`config.mk`:
```
export PLATFORM = sky130hd
export DESIGN_NAME = uart_tx_arbiter
export DESIGN_NICKNAME = d
export VERILOG_FILES = /design/src/rtl/uart_tx_arbiter.sv
export SDC_FILE = /design/constraint.sdc
export NUM_CORES = 1
export LEC_CHECK = 0
export ABC_AREA = 1
export BUFFER_PORTS_ARGS = -buffer_cell sky130_fd_sc_hd__buf_2
export CAP_MARGIN = 20
export CORE_MARGIN = 4
export CORE_UTILIZATION = 25
export CTS_CLUSTER_DIAMETER = 30
export DETAILED_ROUTE_END_ITERATION = 8
export HOLD_SLACK_MARGIN = 0.02
export SYNTH_ARGS = -nofsm -noshare
export SYNTH_HDL_FRONTEND = slang
export SYNTH_SLANG_ARGS = --single-unit
```
`constraint.sdc`:
```
create_clock -name clk -period 3.85 [get_ports clk]
set_input_delay 0.5775 -clock clk [delete_from_list [all_inputs] [get_ports clk]]
set_output_delay 0.5775 -clock clk [all_outputs]
set_load 0.02 [all_outputs]
```
`src/rtl/uart_tx_arbiter.sv`:
```
// uart_tx_arbiter: shares one UART transmitter among NUM_REQ byte-stream
// requesters. Round-robin selection; a grant is held for a whole message
// (through the req_last byte) or until the hold timer revokes it.
module uart_tx_arbiter #(
  parameter int NUM_REQ      = 4,
  parameter int HOLD_TIMEOUT = 1_000_000
) (
  input  logic                       clk,
  input  logic                       reset_n,
  input  logic [NUM_REQ-1:0]         req_valid,
  input  logic [8*NUM_REQ-1:0]       req_data,
  input  logic [NUM_REQ-1:0]         req_last,
  output logic [NUM_REQ-1:0]         req_ready,
  output logic [7:0]                 uart_tx_data,
  output logic                       uart_tx_start,
  input  logic                       uart_tx_busy,
  output logic [$clog2(NUM_REQ)-1:0] grant_id,
  output logic                       grant_valid,
  output logic                       timeout_pulse
);

  localparam int GW = $clog2(NUM_REQ);
  localparam int TW = (HOLD_TIMEOUT > 0) ? $clog2(HOLD_TIMEOUT + 1) : 1;
  // Timer value on which a held grant is revoked (unused when HOLD_TIMEOUT == 0).
  localparam logic [TW-1:0] TLIM = (HOLD_TIMEOUT > 0) ? TW'(HOLD_TIMEOUT - 1) : '0;

  typedef enum logic [2:0] {
    S_IDLE,
    S_START,
    S_WAIT_BUSY,
    S_WAIT_DONE,
    S_HOLD
  } state_e;

  state_e          state_q, state_d;
  logic [7:0]      data_q,  data_d;
  logic            last_q,  last_d;
  logic [GW-1:0]   gid_q,   gid_d;
  logic [GW-1:0]   rr_q,    rr_d;
  logic [TW-1:0]   timer_q, timer_d;

  logic            win_found;
  logic [GW-1:0]   win_idx;
  logic [NUM_REQ-1:0] ready_c;

  // Owner that follows id in round-robin order, wrapping to 0.
  function automatic logic [GW-1:0] next_id(input logic [GW-1:0] id);
    return (id == GW'(NUM_REQ - 1)) ? '0 : id + 1'b1;
  endfunction

  // Round-robin search: first valid requester at or above rr_q, with wrap.
  always_comb begin
    win_found = 1'b0;
    win_idx   = '0;
    for (int k = 0; k < NUM_REQ; k++) begin
      if (!win_found && req_valid[(int'(rr_q) + k) % NUM_REQ]) begin
        win_found = 1'b1;
        win_idx   = GW'((int'(rr_q) + k) % NUM_REQ);
      end
    end
  end

  // Next-state logic, handshake and timeout; ready only offered in IDLE/HOLD.
  always_comb begin
    state_d       = state_q;
    data_d        = data_q;
    last_d        = last_q;
    gid_d         = gid_q;
    rr_d          = rr_q;
    timer_d       = timer_q;
    ready_c       = '0;
    timeout_pulse = 1'b0;
    case (state_q)
      S_IDLE: begin
        if (win_found && !uart_tx_busy) begin
          ready_c[win_idx] = 1'b1;
          data_d           = req_data[8*int'(win_idx) +: 8];
          last_d           = req_last[win_idx];
          gid_d            = win_idx;
          state_d          = S_START;
        end
      end
      S_START: begin
        state_d = S_WAIT_BUSY;
      end
      S_WAIT_BUSY: begin
        if (uart_tx_busy) state_d = S_WAIT_DONE;
      end
      S_WAIT_DONE: begin
        if (!uart_tx_busy) begin
          if (last_q) begin
            rr_d    = next_id(gid_q);
            state_d = S_IDLE;
          end else begin
            timer_d = '0;
            state_d = S_HOLD;
          end
        end
      end
      S_HOLD: begin
        ready_c[gid_q] = !uart_tx_busy;
        // An accept takes precedence over a timeout landing in the same cycle.
        if (req_valid[gid_q] && !uart_tx_busy) begin
          data_d  = req_data[8*int'(gid_q) +: 8];
          last_d  = req_last[gid_q];
          state_d = S_START;
        end else if (HOLD_TIMEOUT != 0 && timer_q == TLIM) begin
          timeout_pulse = 1'b1;
          rr_d          = next_id(gid_q);
          state_d       = S_IDLE;
        end else if (timer_q != '1) begin
          timer_d = timer_q + 1'b1;
        end
      end
      default: begin
        state_d = S_IDLE;
      end
    endcase
  end

  // State and datapath registers; everything clears on reset.
  always_ff @(posedge clk or negedge reset_n) begin
    if (!reset_n) begin
      state_q <= S_IDLE;
      data_q  <= '0;
      last_q  <= 1'b0;
      gid_q   <= '0;
      rr_q    <= '0;
      timer_q <= '0;
    end else begin
      state_q <= state_d;
      data_q  <= data_d;
      last_q  <= last_d;
      gid_q   <= gid_d;
      rr_q    <= rr_d;
      timer_q <= timer_d;
    end
  end

  // Ready is held low while reset is asserted so every output reads 0.
  assign req_ready     = reset_n ? ready_c : '0;
  assign uart_tx_data  = data_q;
  assign uart_tx_start = (state_q == S_START);
  assign grant_id      = gid_q;
  assign grant_valid   = (state_q != S_IDLE);

endmodule

```
==> key figures, run 1 <==
Run status
  • Status: completed

Die
  • Die width: 119 um
  • # IOs: 60
  • Core box area: roughly 12000 um2
  • Die area: approximately 14000 um2
  • Row count: 40
  • Chip height: 119 um
  • Initial Utilization: about 26%

Logic synthesis
  • #FFs+latches synth: 36
  • Ys async rst share: 100%
  • Seq/Total Area, Yosys: 29.1%
  • Mapped Avg Cell Area: ~6.6 um2
  • Mapped cell area: a little over 3000 um2
  • Post-synth cell types: 35
  • Post-synth top flop: dfrtp_1
  • Ys Warns: 0
  • Syn nets: 516
  • Post-Syn Instances: ~470
  • Number of synthesized flops with an enable pin: 0

Final layout
  • Area Growth Syn to Fin: 18.8%
  • Number of nets in the layout: 572
  • Diodes inserted: 0
  • Layout cell share with drive strength beyond 1: between 20% and 30%
  • Storage cell area: 901 um2
  • Fillers: between 1000 and 1500
  • Fin area: between 3000 and 4000 um2
  • Multi-input logic area: around 1800 um2

GRT
  • Antenna violations before repair: 0
  • GRT Util Overall: 11.5%
  • Largest net degree at the start of global routing: 37
  • First-pass GRT wire length: around 14000 um
  • GRT overflow: 0
  • Vias in the first global route: 3012

Timing
  • Period utilization: 76.5%
  • Final hold vios: 0
  • Slew headroom: between 60% and 70%
  • Setup violators final: 0
  • RSZ-0062 raised after global routing: no
  • F_max: 339 MHz
  • Max Clock Skew: 0.00396 ns
  • Slew Limit Fails: 0
  • Least-Margin Pin Slew: 0.592 ns
  • Setup tns final: 0 ns
  • Minimum clock period: 2.95 ns

Route
  • Vias: 3076
  • Drt drc: 0
  • Total Wirelength: ~8100 um
  • 1st-iter DRT viols: 227
  • Final ANT Viol Nets: 0
  • Initial DRT Pass Iterations: 5
  • Wirelength per Cell: 11.7 um
  • Routed vias/inst: 4.45

Critical path
  • Worst R2R Start: grant_id[1]$_DFFE_PN0P_
  • Crit path max fanout: 11
  • Arrival time worst endpoint: 2.37 ns
  • Reg2Reg Setup Slack: 1.44 ns
  • FF-to-FF path depth: 12
  • Worst Setup Path Type: register to output pin
  • CP endpoint: req_ready[3]
  • R2r endpoint: timer_q[5]$_DFFE_PN0P_
  • Startpoint Class: register
  • CP Capture Type: output pin
  • Worst Path Required: between 3 and 4 ns
  • Critical Path Source: rr_q[0]$_DFFE_PN0P_

Clocking
  • Clock root cell: clkbuf_16
  • CTS sink count: 36
  • Total setup buffers inserted after CTS: 0
  • CTS Buffer Depth: 2
  • # H-tree levels: 2
  • CTS tree: built
  • TritonCTS buffer count: 5
  • Hold buffer count at CTS: 0
  • Post-CTS Resized: 0
  • Worst skew pair latency: between 0.2 and 0.3 ns
  • Clock-pin slew on the worst setup and hold paths: 0.05 ns

Placed design
  • Port Buffers: 59
  • HPWL after DPL: 6370 um
  • RD Place Congestion: around 0.85
  • DP Area: ~3500 um2

Run
  • Maximum capacitance violations: 0

Power and ir drop
  • Pleak: ~0.0018 uW
  • Pwr Total: roughly 2500 uW
  • Maximum VDD drop: 0.000194 V
  • Pwr dens: 688 nW/um2

Min path
  • HP Class: input pin to asynchronous set/reset pin
-- area by class of cell --
| class | instances | share of cell area [%] |
|---|---|---|
| well taps | 168 | 5.72 |
| flip-flops and latches | 36 | 24.5 |
| inverters | 76 | 7.76 |
| multi-input cells | 344 | 49.4 |
| clock buffers | 7 | 4.15 |
| repair buffers | 61 | 8.44 |
-- state kept, by name, summed over array words and instances (netlist names) --
signal,flops
uart_tx_data,8
last_q,1
timer_q,20
rr_q,2
state_q,3
grant_id,2
-- synth_stat cells (5+ instances only) --
cell / instances / area (um2)
ha_1: 5 / 62.6
nor3_1: 11 / 55.1
o21ai_0: 12 / 60.1
nand3_1: 55 / 275
nor2_4: 5 / 56.3
nor2_1: 35 / 131
inv_1: 69 / 259
o21ai_1: 9 / 45.0
o21ai_2: 13 / 114
nand4_1: 16 / 100
xor2_1: 17 / 149
clkbuf_1: 5 / 18.8
a21oi_1: 9 / 45.0
nand2_1: 130 / 488
dfrtp_1: 36 / 901
inv_2: 7 / 26.3
nand2_2: 7 / 43.8
-- per-layer routing --
layer	global-route usage, %	part of all wire [%]
met5	0	0
met1	14.5	47
met2	19.3	47
met3	2.80	5.2
met4	3.33	1.2
-- cell families after synthesis --
group                    after synthesis  synth area share, %
AND/OR/NAND/NOR                      274                 41.7
buffers and inverters                 88                 12.2
AO/OA/AOI/OAI                         48                 10.1
flip-flops                            36                 29.1
XOR/XNOR                              17                 4.81
adder cells (fa/ha/maj)                5                 2.02
-- metrics by stage --
| stage | hold WS [ns] | std cells | util, % | worst slack, ns |
|---|---|---|---|---|
| 2_1_floorplan | 0.282 | 468 | - | 1.41 |
| 5_1_grt | 0.489 | 692 | 30.5 | 0.690 |
| 3_5_place_dp | 0.464 | 685 | 29.2 | 1.16 |
| 4_1_cts | 0.472 | 692 | 30.5 | 0.904 |
| 6_report | 0.426 | 692 | 30.5 | 0.904 |
| 3_3_place_gp | 0.458 | 685 | 29.2 | 1.21 |
-- where the power goes --
group	internal, uW	switching [uW]	total (uW)
Sequential	470	102	572
Combinational	477	1070	1540
Clock	271	142	413
Total	1220	1310	2530
-- layout by cell type, fill, tap and decap left out, types with 7 or more instances in the layout --
| cell | synthesis | layout |
|---|---|---|
| nand4_1 | 16 | 16 |
| nand3_1 | 55 | 55 |
| inv_1 | 69 | 69 |
| nor3_1 | 11 | 11 |
| dfrtp_1 | 36 | 36 |
| o21ai_2 | 13 | 13 |
| inv_2 | 7 | 7 |
| o21ai_1 | 9 | 9 |
| nand2_1 | 130 | 130 |
| o21ai_0 | 12 | 12 |
| a21oi_1 | 9 | 9 |
| nor2_1 | 35 | 35 |
| buf_2 | 1 | 59 |
| xor2_1 | 17 | 17 |
| nand2_2 | 7 | 7 |
-- how the worst min path moves through the flow --
stage                                              to                         from  slack [ns]
after floorplan               grant_id[0]$_DFFE_PN0P_                      reset_n        0.28
after global placement    uart_tx_data[1]$_DFFE_PN0P_  uart_tx_data[1]$_DFFE_PN0P_        0.46
after detailed placement  uart_tx_data[5]$_DFFE_PN0P_  uart_tx_data[5]$_DFFE_PN0P_        0.46
after CTS                      timer_q[2]$_DFFE_PN0P_                      reset_n        0.47
after global routing           timer_q[2]$_DFFE_PN0P_                      reset_n        0.49
final                          timer_q[4]$_DFFE_PN0P_                      reset_n        0.43
-- critical path, stage by stage (launching register included) --
cell	delay, ns
dfrtp_1	0.57
inv_2	0.16
nand2_1	0.09
nand2_1	0.07
nand2_1	0.09
nand2_1	0.09
nor2_4	0.12
nand3_2	0.08
nand2_2	0.11
nand2_1	0.14
nor2_1	0.22
nand2_1	0.08
a21oi_1	0.12
buf_2	0.17
No activity file was read; power rests on OpenSTA's default activity.
==> inputs of run 2 (changes only) <==
- ABC_AREA: 1 -> 0
- clock period: 3.85 -> 3.1 ns (I/O delays scaled with it)
==> key figures, run 2 <==
Run status
  • Status: completed

Logic synthesis
  • Post-synth top flop: dfrtp_1
  • Top post-synthesis cells by count: dfrtp_1 (36), nor2_1 (33), nand2_1 (22)
  • Post-Syn Instances: 266
  • Mapped cell area: 2390 um2
  • Mapped Avg Cell Area: 8.97 um2
  • Post-synth cell types: 45
  • Ys async rst share: 100%
  • Largest area contributor in the netlist: dfrtp_1
  • Count leader, synth: dfrtp_1
  • Post-synth top area share: 37.8%
  • #FFs+latches synth: 36
  • Seq/Total Area, Yosys: around 38%
  • Syn nets: around 310
  • Number of synthesized flops with an enable pin: 0
  • Ys Warns: 0
  • Area contributors post-synth: dfrtp_1 (38%), a211oi_1 (5.3%), nor2_1 (5.2%)

Final layout
  • Core Util, Final: between 30% and 40%
  • Most common cell after layout, fill and taps aside: buf_2
  • Fin area: 2940 um2
  • Largest register by flop count: timer_q
  • Number of nets in the layout: 376
  • Largest register FFs: 20
  • Diodes inserted: 0
  • Most frequent cells in the layout: buf_2 (59), dfrtp_1 (36), nor2_1 (33)
  • Layout cell share with drive strength beyond 1: 25.2%
  • Area Growth Syn to Fin: 23.1%

Run
  • Maximum capacitance violations: 0

Clocking
  • # H-tree levels: 2
  • CTS tree: built
  • TritonCTS buffer count: 5
  • CTS Buffer Depth: 2
  • CTS sink count: 36
  • Clock-pin slew on the worst setup and hold paths: 0.08 ns
  • Clock root cell: clkbuf_8
  • Worst skew pair latency: 0.29 ns
  • Hold buffer count at CTS: 0

Timing
  • Setup WS post-layout: 0.265 ns
  • F_max: 353 MHz
  • Setup tns final: 0 ns
  • RSZ-0062 raised after global routing: no
  • Period utilization: 91.5%
  • Slew Limit Fails: 0
  • Minimum clock period: 2.84 ns
  • Final hold vios: 0
  • Max Clock Skew: 0.00976 ns
  • Least-Margin Pin Slew: 0.687 ns
  • Setup violators final: 0
  • Slew headroom: about 54%

Die
  • # IOs: 60
  • Die area: 11200 um2
  • Core box area: 9280 um2
  • Chip height: 106 um
  • Row count: 35
  • Initial Utilization: 25.7%
  • Die width: 106 um

Critical path
  • Critical Path Source: grant_id[0]$_DFFE_PN0P_
  • Worst R2R Start: state_q[2]$_DFFE_PN0P_
  • Crit-path slowest cell: mux4_2
  • Startpoint Class: register
  • CP endpoint: timeout_pulse
  • Buf/Inv on CP: 1
  • Reg2Reg Setup Slack: around 0.44 ns
  • R2r endpoint: uart_tx_data[3]$_DFFE_PN0P_
  • Arrival time worst endpoint: 2.37 ns
  • Crit. path cell count: 4
  • CP Capture Type: output pin
  • Crit path max fanout: 8
  • Worst Path Required: approximately 2.6 ns
  • Critical Path, Cell by Cell: mux4_2 -> a21o_1 -> nor4_2 -> buf_2
  • FF-to-FF path depth: 6
  • Crit path max-delay family: multiplexers
  • Slowest stage delay, CP: 0.61 ns
  • Worst Setup Path Type: register to output pin

Min path
  • HP Class: input pin to asynchronous set/reset pin

Placed design
  • DP Area: 2840 um2
  • RD Place Congestion: 0.819
  • HPWL after DPL: approximately 4800 um
  • Port Buffers: 59
  • Pre-CTS setup slack: 0.382 ns

Route
  • Wirelength per Cell: 14.0 um
  • Total Wirelength: 6430 um
  • 1st-iter DRT viols: 201
  • Initial DRT Pass Iterations: 4
  • Final ANT Viol Nets: 0
  • Drt drc: 0
  • Routed vias/inst: 5.07
  • Vias: roughly 2300

Power and ir drop
  • Pleak: ~0.0012 uW
  • Pwr dens: just over 600 nW/um2
  • Maximum VDD drop: around 0.00028 V

GRT
  • GRT Util Overall: about an eighth
  • First-pass GRT wire length: 10900 um
  • Vias in the first global route: 2226
  • Largest net degree at the start of global routing: 37
  • Antenna violations before repair: 0
  • GRT overflow: 0
[run 2: cell types whose count changed in the layout (fill, tap and decap cells not counted), moves of 7 or more]
cell and delta:
nand2_2 -7, inv_2 -7, a211oi_1 +17, o21ai_2 -13, nand2_1 -108, nor2b_1 +9, mux2i_1 +12, o31ai_1 +10
inv_1 -61, nand4_1 -10, o21ai_1 -9, xor2_1 -17, xnor2_1 +7, nand3_1 -45
[run 2: timing repair]
item                       4_1_cts  5_1_grt
gates resized for setup          0        1
setup endpoints to repair        0        1
setup buffers                    0        0
[run 2: layer usage]
layer / global-route usage (%) / part of all wire (%)
met4: 3.98 / 1.8
met2: 18.4 / 47
met3: 2.69 / 4.5
met1: 16.0 / 46
met5: 0 / 0
[run 2: area by class of cell]
class	count	area [um2]
Sequential cell	36	901
Fill cell	999	6350
Multi-Input combinational cell	211	1410
Inverter	8	30.0
Clock buffer	5	68.8
Clock inverter	3	18.8
Tap cell	129	161
Timing Repair Buffer	66	345
[run 2: cells by family (layout without fill, tap and decap cells)]
| group | after synthesis | in the layout | share of synthesized area, % |
|---|---|---|---|
| mux | 16 | 16 | 7.87 |
| compound gates | 69 | 69 | 20.9 |
| simple gates | 114 | 114 | 24.6 |
| xor+xnor | 7 | 7 | 2.57 |
| fa+ha+maj | 5 | 5 | 2.62 |
| flops | 36 | 36 | 37.8 |
| buf+inv | 19 | 82 | 3.62 |
[run 2: through the flow]
| step | total power [uW] | hold slack, ns | std cells |
|---|---|---|---|
| after floorplan | 1210 | 0.169 | 266 |
| after CTS | 1820 | 0.304 | 457 |
| final | 1800 | 0.266 | 458 |
| after global placement | 1460 | 0.484 | 449 |
| after global routing | 1940 | 0.323 | 458 |
| after detailed placement | 1470 | 0.493 | 449 |
[run 2: where the power goes]
part,total (uW),internal (uW),leakage [uW],switching (uW)
Sequential,679,571,0.000469,107
Combinational,786,316,0.000730,470
Clock,331,157,0.0000479,175
Total,1800,1040,0.00125,752
[run 2: worst min path at each step]
stage / from / endpoint / cells after the start
final: reset_n / timer_q[18]$_DFFE_PN0P_ / 2
after global placement: uart_tx_data[7]$_DFFE_PN0P_ / uart_tx_data[7]$_DFFE_PN0P_ / 2
after CTS: reset_n / uart_tx_data[7]$_DFFE_PN0P_ / 2
after detailed placement: timer_q[4]$_DFFE_PN0P_ / timer_q[4]$_DFFE_PN0P_ / 1
after floorplan: reset_n / grant_id[0]$_DFFE_PN0P_ / 0
after global routing: reset_n / uart_tx_data[7]$_DFFE_PN0P_ / 2
